$ cat config.mk
export PLATFORM = sky130hd
export DESIGN_NAME = multiphase_hr_dpwm
export DESIGN_NICKNAME = d
export VERILOG_FILES = /design/src/rtl/multiphase_hr_dpwm.sv
export SDC_FILE = /design/constraint.sdc
export NUM_CORES = 1
export LEC_CHECK = 0
export BUFFER_PORTS_ARGS = -buffer_cell sky130_fd_sc_hd__buf_4
export CAP_MARGIN = 20
export CORE_MARGIN = 8
export CORE_UTILIZATION = 62
export DETAILED_ROUTE_END_ITERATION = 10
export PLACE_DENSITY_LB_ADDON = 0.15
export RECOVER_POWER = 50
export SYNTH_ARGS = -nofsm -noshare
export SYNTH_HDL_FRONTEND = slang
export SYNTH_SLANG_ARGS = --single-unit
$ cat constraint.sdc
create_clock -name clk_base -period 10.9 [get_ports clk_base]
set_input_delay 1.09 -clock clk_base [delete_from_list [all_inputs] [get_ports clk_base]]
set_output_delay 1.09 -clock clk_base [all_outputs]
set_load 0.01 [all_outputs]
$ cat src/rtl/multiphase_hr_dpwm.sv
// Multi-channel phase-shifted high-resolution DPWM: one shared coarse counter,
// per-channel duty/phase, complementary gates with dead time, double-buffered config.
module multiphase_hr_dpwm #(
  parameter int N_CH         = 4,
  parameter int Dc_length    = 13,
  parameter int DE_bits      = 6,
  parameter int Count_length = Dc_length - DE_bits
) (
  input  logic                           clk_base,
  input  logic                           rst,
  input  logic                           en,
  input  logic                           load,
  input  logic [Count_length-1:0]        Period,
  input  logic [N_CH*Count_length-1:0]   Phase,
  input  logic [N_CH*Dc_length-1:0]      H_on,
  input  logic [Dc_length-1:0]           DeadTime,
  output logic [N_CH-1:0]                H_DPWM,
  output logic [N_CH-1:0]                L_DPWM,
  output logic [N_CH*DE_bits-1:0]        H_fine,
  output logic [DE_bits-1:0]             DT_fine,
  output logic [3:0]                     Flags_out
);
  localparam int CW = Count_length;

  logic [CW-1:0]             sh_period, act_period;
  logic [N_CH*CW-1:0]        sh_phase, act_phase;
  logic [N_CH*Dc_length-1:0] sh_hon, act_hon;
  logic [Dc_length-1:0]      sh_dt, act_dt;
  logic                      load_pending, valid, cfg_err, upd_q, start_q;
  logic [CW-1:0]             cnt;
  logic [N_CH-1:0]           h_q, l_q, h_cmp, l_cmp, sat_ch;
  logic                      load_ok, running, wrap, apply;

  always_comb begin
    load_ok = (Period >= CW'(2));
    for (int k = 0; k < N_CH; k++) begin
      if (Phase[k*CW +: CW] >= Period) load_ok = 1'b0;
    end
  end

  assign running = en & valid;
  assign wrap    = (cnt == act_period - CW'(1));
  // When the counter is idle there is no wrap to wait for, so apply at once.
  assign apply   = load_pending & (~running | wrap);

  for (genvar k = 0; k < N_CH; k++) begin : g_ch
    logic [CW:0]   cnt_x, ph_x, p_x, ch;
    logic [CW+1:0] hc, hc_cl, dc, p_w, lo, ch_w;

    assign cnt_x = {1'b0, cnt};
    assign ph_x  = {1'b0, act_phase[k*CW +: CW]};
    assign p_x   = {1'b0, act_period};
    assign ch    = (cnt_x >= ph_x) ? (cnt_x - ph_x) : (cnt_x + p_x - ph_x);

    assign hc    = {2'b00, act_hon[k*Dc_length + DE_bits +: CW]};
    assign dc    = {2'b00, act_dt[Dc_length-1:DE_bits]};
    assign p_w   = {2'b00, act_period};
    assign ch_w  = {1'b0, ch};

    assign sat_ch[k] = (hc >= p_w);
    assign hc_cl     = sat_ch[k] ? p_w : hc;
    assign lo        = hc_cl + dc;

    assign h_cmp[k] = (ch_w < hc_cl);
    assign l_cmp[k] = (ch_w >= lo) && ((ch_w + dc) < p_w);

    assign H_fine[k*DE_bits +: DE_bits] = act_hon[k*Dc_length +: DE_bits];
  end

  always_ff @(posedge clk_base) begin
    if (rst) begin
      sh_period    <= '0;
      sh_phase     <= '0;
      sh_hon       <= '0;
      sh_dt        <= '0;
      act_period   <= '0;
      act_phase    <= '0;
      act_hon      <= '0;
      act_dt       <= '0;
      load_pending <= 1'b0;
      valid        <= 1'b0;
      cfg_err      <= 1'b0;
      upd_q        <= 1'b0;
      start_q      <= 1'b0;
      cnt          <= '0;
      h_q          <= '0;
      l_q          <= '0;
    end else begin
      if (load && load_ok) begin
        sh_period <= Period;
        sh_phase  <= Phase;
        sh_hon    <= H_on;
        sh_dt     <= DeadTime;
      end
      if (load && !load_ok) cfg_err <= 1'b1;
      // Active copy takes the pre-edge shadow, so a coincident load waits a period.
      if (apply) begin
        act_period <= sh_period;
        act_phase  <= sh_phase;
        act_hon    <= sh_hon;
        act_dt     <= sh_dt;
        valid      <= 1'b1;
      end
      load_pending <= (load & load_ok) | (load_pending & ~apply);
      cnt          <= running ? (wrap ? '0 : cnt + CW'(1)) : '0;
      h_q          <= running ? h_cmp : '0;
      l_q          <= running ? l_cmp : '0;
      start_q      <= running && (cnt == '0);
      upd_q        <= apply;
    end
  end

  assign H_DPWM    = h_q;
  assign L_DPWM    = l_q;
  assign DT_fine   = act_dt[DE_bits-1:0];
  assign Flags_out = {cfg_err, valid & (|sat_ch), upd_q, start_q};
endmodule
Yosys cells after proc, flatten, opt, wreduce, memory -nomap -nowiden:

Index checks and enable logic that the tools add are counted.

* $add $sub $neg: 19
* magnitude comparators: 25
* equal/unequal tests: 1
* muxes and demuxes: 12
* bitwise gates (word level): 9
* reductions and logical operators: 12

Operators by type and width (count)
* 7-bit >= comparator: 12
* 7-bit by 7-bit adder with 8-bit output: 5
* 8-bit by 7-bit adder with 9-bit output: 4
* 9-bit by 7-bit less-than comparator with 1-bit output: 4
* 8-bit >= comparator: 4
* 8-bit by 7-bit less-than comparator with 1-bit output: 4
* 8-bit 2-to-1 mux: 4
* 7-bit by 7-bit subtractor with 8-bit output: 4
* 8-bit by 7-bit subtractor with 8-bit output: 4
* 7-bit 2-to-1 mux: 4
* 7-bit by 1-bit adder with 7-bit output (second input constant): 1
* 7-bit == test: 1
* 7-bit by 2-bit >= comparator with 1-bit output (second input constant): 1
* 1-bit logical AND: 7
* 7-bit zero test: 1
* 7-bit by 1-bit subtractor with 7-bit output (second input constant): 1
* 1-bit bitwise AND: 5
* 1-bit 2-to-1 mux: 4
* 4-bit OR reduction: 1
* 3-bit OR reduction: 1
* 1-bit inverter: 2
* 1-bit bitwise OR: 2
* 2-bit OR reduction: 1
* 1-bit zero test: 1

* register bits: 220
* bits of input ports: 104
* logic and storage cells: 94

Depth between registers and ports, before layout:

Gate-level depths: netlist of the first run.

* depth in word-level cells: 7
* mapped depth: 22
* depth with buffers taken out: 22

Least setup slack after synthesis of the first run:

OpenSTA, ideal clock, no wires.

* kind: reg-to-reg
* start point: register cnt[0]
* end point: register l_q[1] (netlist: L_DPWM[1])
* arrival time: 4.292 ns
* required time: 10.822 ns
* slack: 6.530 ns
* cell stages (with the launch flop): 22
* clock period less this slack: 4.370 ns
* cells stage by stage: dfxtp_1 > inv_1 > ha_1 > inv_1 > fa_1 > nand3_1 > a31oi_1 > a211o_1 > a21o_1 > clkbuf_1 > o21ai_0 > ha_1 > nor2b_1 > o21ai_0 > nand2b_1 > and3_1 > a211oi_1 > xnor2_1 > ha_1 > a2111oi_0 > o211ai_1 > nor3_1

* word-level cells in the longest chain between the ends: 6
* elaborated cells on any way between the ends: 9

Ends and longest elaborated chain
* start: declaration: RTL line 30 `logic [CW-1:0] cnt;`
* start signal: assignment: RTL line 105 `cnt <= running ? (wrap ? '0 : cnt + CW'(1)) : '0;`
* 7-bit by 7-bit adder with 8-bit output: RTL line 53 `assign ch = (cnt_x >= ph_x) ? (cnt_x - ph_x) : (cnt_x + p_x - ph_x);`
* 8-bit by 7-bit subtractor with 8-bit output: RTL line 53
* 8-bit 2-to-1 mux (*): RTL line 53
* 8-bit by 7-bit adder with 9-bit output: RTL line 65 `assign l_cmp[k] = (ch_w >= lo) && ((ch_w + dc) < p_w);`
* 9-bit by 7-bit less-than comparator with 1-bit output: RTL line 65
* 1-bit logical AND (*): RTL line 65
* end signal: assignment: RTL line 107 `l_q <= running ? l_cmp : '0;`
* end: declaration: RTL line 31 `logic [N_CH-1:0] h_q, l_q, h_cmp, l_cmp, sat_ch;`

Mark *: on every way between the ends. The rest lies on a longest branch, timed or not.
A chain may end at the register's enable or synchronous reset.

==> results of run 1 <==
## synthesized netlist by cell type, types with 5 or more instances
master       n  share of area [%]
a21oi_1     77                2.2
and3_1       7               0.24
o21ai_1      5               0.14
xnor2_1     47                2.3
o21a_1      19               0.80
nor2b_1     31                1.1
a21oi_2    100                4.9
buf_4       33                1.4
nand2_2    100                3.5
or4_1        9               0.38
o21bai_1    10               0.42
buf_2       18               0.50
nor3_1      11               0.31
a21o_1      47                2.0
nand3b_1     5               0.21
or3_1        5               0.17
dfxtp_1    220                 25
o21ai_0     72                2.0
a211o_1      5               0.24
mux2_2      12               0.76
nor2_1      72                1.5
fa_1        17                1.9
o31ai_1      7               0.29
nand3_1     19               0.53
inv_1      124                2.6
a211oi_1    24                1.0
nand2_1    156                3.3
clkbuf_1    50                1.0
o2111ai_1   11               0.54
o41ai_1     10               0.49
xor2_1      42                2.1
buf_12      10                1.1
ha_1       262                 18
o211ai_1     7               0.29
a31oi_1     15               0.52
mux2i_1    115                6.4
a2111oi_0    9               0.44
nand2b_1   205                7.2
## cell type report
cell class	instances	area [um2]	share of cell area, %
well taps	384	480	2.48
inverters	125	469	2.42
multi-input cells	1577	12200	62.8
repair buffers	156	1030	5.29
clock inverters	9	103	0.529
flip-flops and latches	220	4400	22.7
clock buffers	35	723	3.73
## how the worst max path moves through the flow
stage	start	end	slack, ns	cells past startpoint
after global placement	act_period[0]$_SDFFE_PP0P_	L_DPWM[2]$_SDFF_PP0_	5.57	17
after CTS	cnt[1]$_SDFF_PP0_	L_DPWM[1]$_SDFF_PP0_	5.41	19
final	rst	sh_period[4]$_SDFFE_PP0P_	4.90	5
after global routing	rst	sh_period[4]$_SDFFE_PP0P_	4.35	5
after detailed placement	act_period[0]$_SDFFE_PP0P_	L_DPWM[1]$_SDFF_PP0_	5.44	16
after floorplan	cnt[0]$_SDFF_PP0_	L_DPWM[1]$_SDFF_PP0_	6.53	21
## kinds of logic (layout without fill, tap and decap cells)
kind of cell	Yosys count	after routing	synth area share [%]
fa+ha+maj	279	279	20.2
simple gates	637	637	19.1
xor+xnor	89	89	4.36
buf+inv	238	325	6.81
compound gates	445	445	17.6
flops	220	220	24.6
mux	127	127	7.19
## placed cells by master (no fill, tap or decap), types with 31 or more instances in the layout
master and instances:
o21ai_0 72, nand2_2 100, clkbuf_1 46, buf_4 113, dfxtp_1 220, ha_1 262, nor2_1 71, inv_1 124
mux2i_1 115, xnor2_1 47, a21o_1 47, nand2b_1 205, xor2_1 42, a21oi_1 105, a21oi_2 72, nand2_1 156
nor2b_1 31
## critical path, delay by kind of cell
kind,cells,cell delay (ns)
AO/OA/AOI/OAI,2,0.21
buffers and inverters,2,4.68
AND/OR/NAND/NOR,1,0.12
## state kept, by name (all words and copies together), names as in the netlist, 4 cells and up
name and count:
act_hon 52, sh_hon 52, act_phase 28, sh_phase 28, act_dt 13, sh_dt 13, act_period 7, cnt 7
sh_period 7, H_DPWM 4, L_DPWM 4
## routing by layer
metal	vias to the layer above	part of all wire [%]
li1	7181	-
met1	6548	47
met2	394	43
met3	88	6.3
met4	2	3.2
met5	-	0.029
## per-stage QoR
stage	utilization [%]	power [mW]	cell area (um2)	setup WS [ns]	hold WS (ns)
after floorplan	-	0.964	17900	6.53	0.426
after global placement	65.9	1.02	18800	5.57	0.440
after detailed placement	65.9	1.02	18800	5.44	0.448
after CTS	68.8	1.86	19600	5.41	0.460
after global routing	67.9	1.91	19400	4.35	0.474
final	67.9	1.84	19400	4.90	0.453
## power breakdown
part,internal (mW),switching [mW],total [mW],leakage (nW)
registers,0.819,0.0114,0.831,1.78
clock network,0.508,0.331,0.839,0.412
logic,0.0821,0.0910,0.173,6.18
==> results.yml, run 1 <==
pwr:
  ir_drop_uv: 103
  p_per_area_nw_per_um2: 95.1
  p_leak_nw: 8.37
grt:
  use_met1_pct: 35.6
  grt_use_met2_pct: 41.0
  top_usage_layer: "met2"
  grt_pass1_wl_mm: 73.1
  grt_pass1_vias: 14300
  grt_start_max_net_pins: 133
  use_met3_pct: 4.49
  overflow: 0
  track_usage_pct: 26.0
  antenna_found_initial: 1
cells_and_area:
  area_growth_pct: 8.45
  final_cells: 2506
  layout.nets: 2487
  fillers: 2467
  num_antenna_cells: 0
  layout-drive-gt1-share_pct: 16.4
place:
  gp_congestion: 0.974
  hpwl_mm: 34.3
  dp_cells: 2461
  io_buffers: 145
logic_synthesis:
  ys_seq_elements: 220
  synth_area_per_cell_um2: 8.79
  syn_inst: 2035
  synth_seq_area_share_pct: 24.6
  synth.net_count: 2418
  synth-edff-count: 0
  synth_ff_type: "dfxtp_1"
  async_flop_share_pct: 0
  ys_types: 64
  syn_area_um2: 17900
  ys.warnings.count: 0
clock_network:
  numCtsBuffers: 24
  hold_buffers: 0
  ctsResizeCount: 0
  clock_path_buffers: 3
  clkTransAtPathRegs_ns: 0.06
  cts_root_buffer: "clkbuf_16"
  cts_tree: "built"
  cts_setup_buffers: 0
  clock_latency_ns: 0.52
  clock-sinks: 220
  h-tree-depth: 1
outcome:
  status: "finished, violations left"
  violations: "max-capacitance violations, max-slew violations"
critical_path:
  timing.rr.end: "L_DPWM[2]$_SDFF_PP0_"
  slowest_delay_ns: 3.56
  worst_setup_path_start_kind: "input pin"
  critPathMaxFanout: 132
  r2r_start: "cnt[1]$_SDFF_PP0_"
  crit_arrival_ns: 6.20
  rrSetupSlack_ns: 5.41
  r2r_cells: 19
  worstPathCellList: "clkbuf_1 -> buf_4 -> nor2b_1 -> o21ai_0 -> o41ai_1"
  critical_path_class: "input pin to flip-flop"
  cpMaxStageDelayCell: "clkbuf_1"
  crit_path_end_kind: "flip-flop"
  cp.required_ns: 11.10
timing:
  skew_ns: 0.0109
  timing.fmax_mhz: 167
  tns_ns: 0
  period_minus_slack_ns: 6.00
  rsz0062_at_grt: "no"
  finalMaxSlewViolations: 133
  hold_viol: 0
  min_period_over_period_pct: 55.0
  slew_headroom_pct: -247
  worst_slew_pin_slew_ns: 5.20
  setup_viol: 0
routing:
  dr.pass1.iters: 5
  vias_per_cell: 5.67
  drt-total-wl_mm: 45.2
  routed-via-count: 14200
  wl_per_cell_um: 18.0
  drc: 0
  drt_iter0_markers: 897
  ant_nets: 0
floorplan:
  start_util_pct: 62.6
  dieWidth_um: 186
  die_area_um2: 34500
  core_area_um2: 28500
  ios: 146
  die_height_um: 186
  rows: 62
hold_path:
  min_to: "act_hon[39]$_SDFFE_PP0P_"
  min_from: "act_hon[39]$_SDFFE_PP0P_"
  whs_path_depth: 2
  hp-class: "flip-flop to flip-flop"
run:
  drv_cap: 1
Power figures use the tool's default switching activity.
==> run 2: changes to the inputs <==
--- a/config.mk
+++ b/config.mk
@@ -8,7 +8,7 @@
 export BUFFER_PORTS_ARGS = -buffer_cell sky130_fd_sc_hd__buf_4
 export CAP_MARGIN = 20
 export CORE_MARGIN = 8
-export CORE_UTILIZATION = 62
+export CORE_UTILIZATION = 56
 export DETAILED_ROUTE_END_ITERATION = 10
 export PLACE_DENSITY_LB_ADDON = 0.15
 export RECOVER_POWER = 50
==> constraint.sdc (replaced) <==
create_clock -name clk_base -period 5 [get_ports clk_base]
set_input_delay 0.5 -clock clk_base [delete_from_list [all_inputs] [get_ports clk_base]]
set_output_delay 0.5 -clock clk_base [all_outputs]
set_load 0.01 [all_outputs]
==> run 2 against run 1 <==
The run still ends with max-capacitance violations, max-slew violations left; combinational power up 130%; die area up 9.8%; final area up 3.5%; largest cell class unchanged; setup slack worse by 4.7 ns.
==> results.yml, run 2 (synthesized netlist as in run 1, its figures left out) <==
grt:
  track_usage_pct: 24.4
  grt_pass1_wl_mm: 76.4
  antenna_found_initial: 0
  grt_start_max_net_pins: 216
  grt_pass1_vias: 14600
  overflow: 0
cells_and_area:
  layout-drive-gt1-share_pct: 20.6
  num_antenna_cells: 0
  multiInputGateArea_um2: 12300
  mostFrequentLayoutCell: "ha_1"
  design_area_um2: 20100
  final_util_pct: 63.8
  layout.area.seq_um2: 4410
  final_cells: 2591
  layout_common_cells: "262 x ha_1, 217 x dfxtp_1, 205 x nand2b_1, 172 x buf_4, 156 x nand2_1"
  fillers: 2746
  layout.nets: 2554
  reg.largest.list: "act_hon: 52 flops, sh_hon: 52 flops"
  area_growth_pct: 12.3
critical_path:
  cp.required_ns: 5.46
  crit_arrival_ns: 5.21
  critical_path_class: "flip-flop to flip-flop"
  r2r_start: "cnt[0]$_SDFF_PP0_"
  crit_path_end_kind: "flip-flop"
  startpoint: "cnt[0]$_SDFF_PP0_"
  rrSetupSlack_ns: 0.25
  cp-endpoint: "L_DPWM[2]$_SDFF_PP0_"
  timing.rr.end: "L_DPWM[2]$_SDFF_PP0_"
  r2r_cells: 22
  critPathMaxFanout: 14
  worst_setup_path_start_kind: "flip-flop"
routing:
  drc: 0
  dr.pass1.iters: 7
  wl_per_cell_um: 18.5
  routed-via-count: 14500
  drt_iter0_markers: 864
  vias_per_cell: 5.61
  ant_nets: 0
  drt-total-wl_mm: 47.8
timing:
  timing.fmax_mhz: 210
  hold_viol: 0
  period_minus_slack_ns: 4.75
  min_period_over_period_pct: 95.0
  finalMaxSlewViolations: 93
  tns_ns: 0
  rsz0062_at_grt: "no"
  slew_headroom_pct: -57.7
  worst_slew_pin_slew_ns: 2.37
  skew_ns: 0.0265
  setup_viol: 0
place:
  io_buffers: 145
  dp_cells: 2544
  hpwl_mm: 36.5
  gp_congestion: 0.995
  placed_area_um2: 19400
floorplan:
  rows: 65
  start_util_pct: 56.8
  core_area_um2: 31500
  dieWidth_um: 195
  ios: 146
  die_area_um2: 37900
  die_height_um: 195
clock_network:
  clkTransAtPathRegs_ns: 0.06
  cts_root_buffer: "clkbuf_16"
  h-tree-depth: 1
  clock_latency_ns: 0.55
  hold_buffers: 0
  cts_tree: "built"
  clock-sinks: 220
  numCtsBuffers: 26
  clock_path_buffers: 3
hold_path:
  hp-class: "input pin to flip-flop"
pwr:
  p_per_area_nw_per_um2: 200
  ir_drop_uv: 262
  p_leak_nw: 8.70
run:
  drv_cap: 2
outcome:
  status: "finished, violations left"
  violations: "max-capacitance violations, max-slew violations"
## run 2: area by class of cell
| class | count | area share [%] |
|---|---|---|
| Timing Repair Buffer | 221 | 7.67 |
| Tap cell | 402 | 2.50 |
| Multi-Input combinational cell | 1577 | 61.4 |
| Clock inverter | 10 | 0.536 |
| Inverter | 125 | 2.34 |
| Clock buffer | 36 | 3.58 |
| Sequential cell | 220 | 22.0 |
## run 2: power breakdown
group / internal, mW / leakage, nW / total, mW / switching (mW)
clock network: 1.06 / 0.407 / 1.82 / 0.761
registers: 1.79 / 1.78 / 1.81 / 0.0236
logic: 0.187 / 6.51 / 0.392 / 0.205
## run 2: critical path, cell delays in order, from the launching register on
cell	delay [ns]
dfxtp_1	0.35
inv_2	0.14
ha_1	0.18
inv_1	0.05
fa_1	0.40
nand3_1	0.11
a31oi_1	0.12
a211o_1	0.25
a21o_2	0.32
nand2_1	0.10
o21ai_0	0.09
buf_4	0.17
ha_1	0.27
a21oi_1	0.21
o21ai_0	0.18
o21a_1	0.20
nor2_1	0.13
xnor2_1	0.15
ha_1	0.28
a21o_1	0.19
a2111oi_1	0.43
o211ai_1	0.16
nor3_1	0.19
## run 2: repair_timing
action / 4_1_cts / 5_1_grt
resized for setup: 0 / 19
endpoints found under the hold margin: 0 / 0
setup endpoints to repair: 0 / 3
setup buffers: 0 / 1
## run 2: metrics by stage
step                      power, mW  hold slack [ns]  worst slack [ns]
after CTS                      4.06            0.188            0.0621
after global placement         2.23            0.438             0.309
after global routing           4.18            0.201           0.00227
after detailed placement       2.23            0.447            0.0553
after floorplan                2.10            0.426             0.630
final                          4.02            0.213             0.248
## run 2: worst min-delay path by stage
| stage | startpoint | end | slack (ns) | depth (start not counted) |
|---|---|---|---|---|
| floorplan | cfg_err$_SDFFE_PP0P_ | cfg_err$_SDFFE_PP0P_ | 0.43 | 2 |
| global placement | cfg_err$_SDFFE_PP0P_ | cfg_err$_SDFFE_PP0P_ | 0.44 | 2 |
| detailed placement | sh_phase[0]$_SDFFE_PP0P_ | act_phase[0]$_SDFFE_PP0P_ | 0.45 | 2 |
| CTS | DeadTime[5] | sh_dt[5]$_SDFFE_PP0P_ | 0.19 | 3 |
| global route | DeadTime[0] | sh_dt[0]$_SDFFE_PP0P_ | 0.20 | 3 |
| finish | DeadTime[5] | sh_dt[5]$_SDFFE_PP0P_ | 0.21 | 3 |
## run 2: layer usage
layer | global-route usage (%) | up-vias | routed length [um]
li1 | - | 7317 | -
met1 | 32.3 | 6805 | 22700
met2 | 41.2 | 314 | 21900
met3 | 2.78 | 90 | 1790
met4 | 7.55 | 0 | 1430
met5 | 0 | - | 0
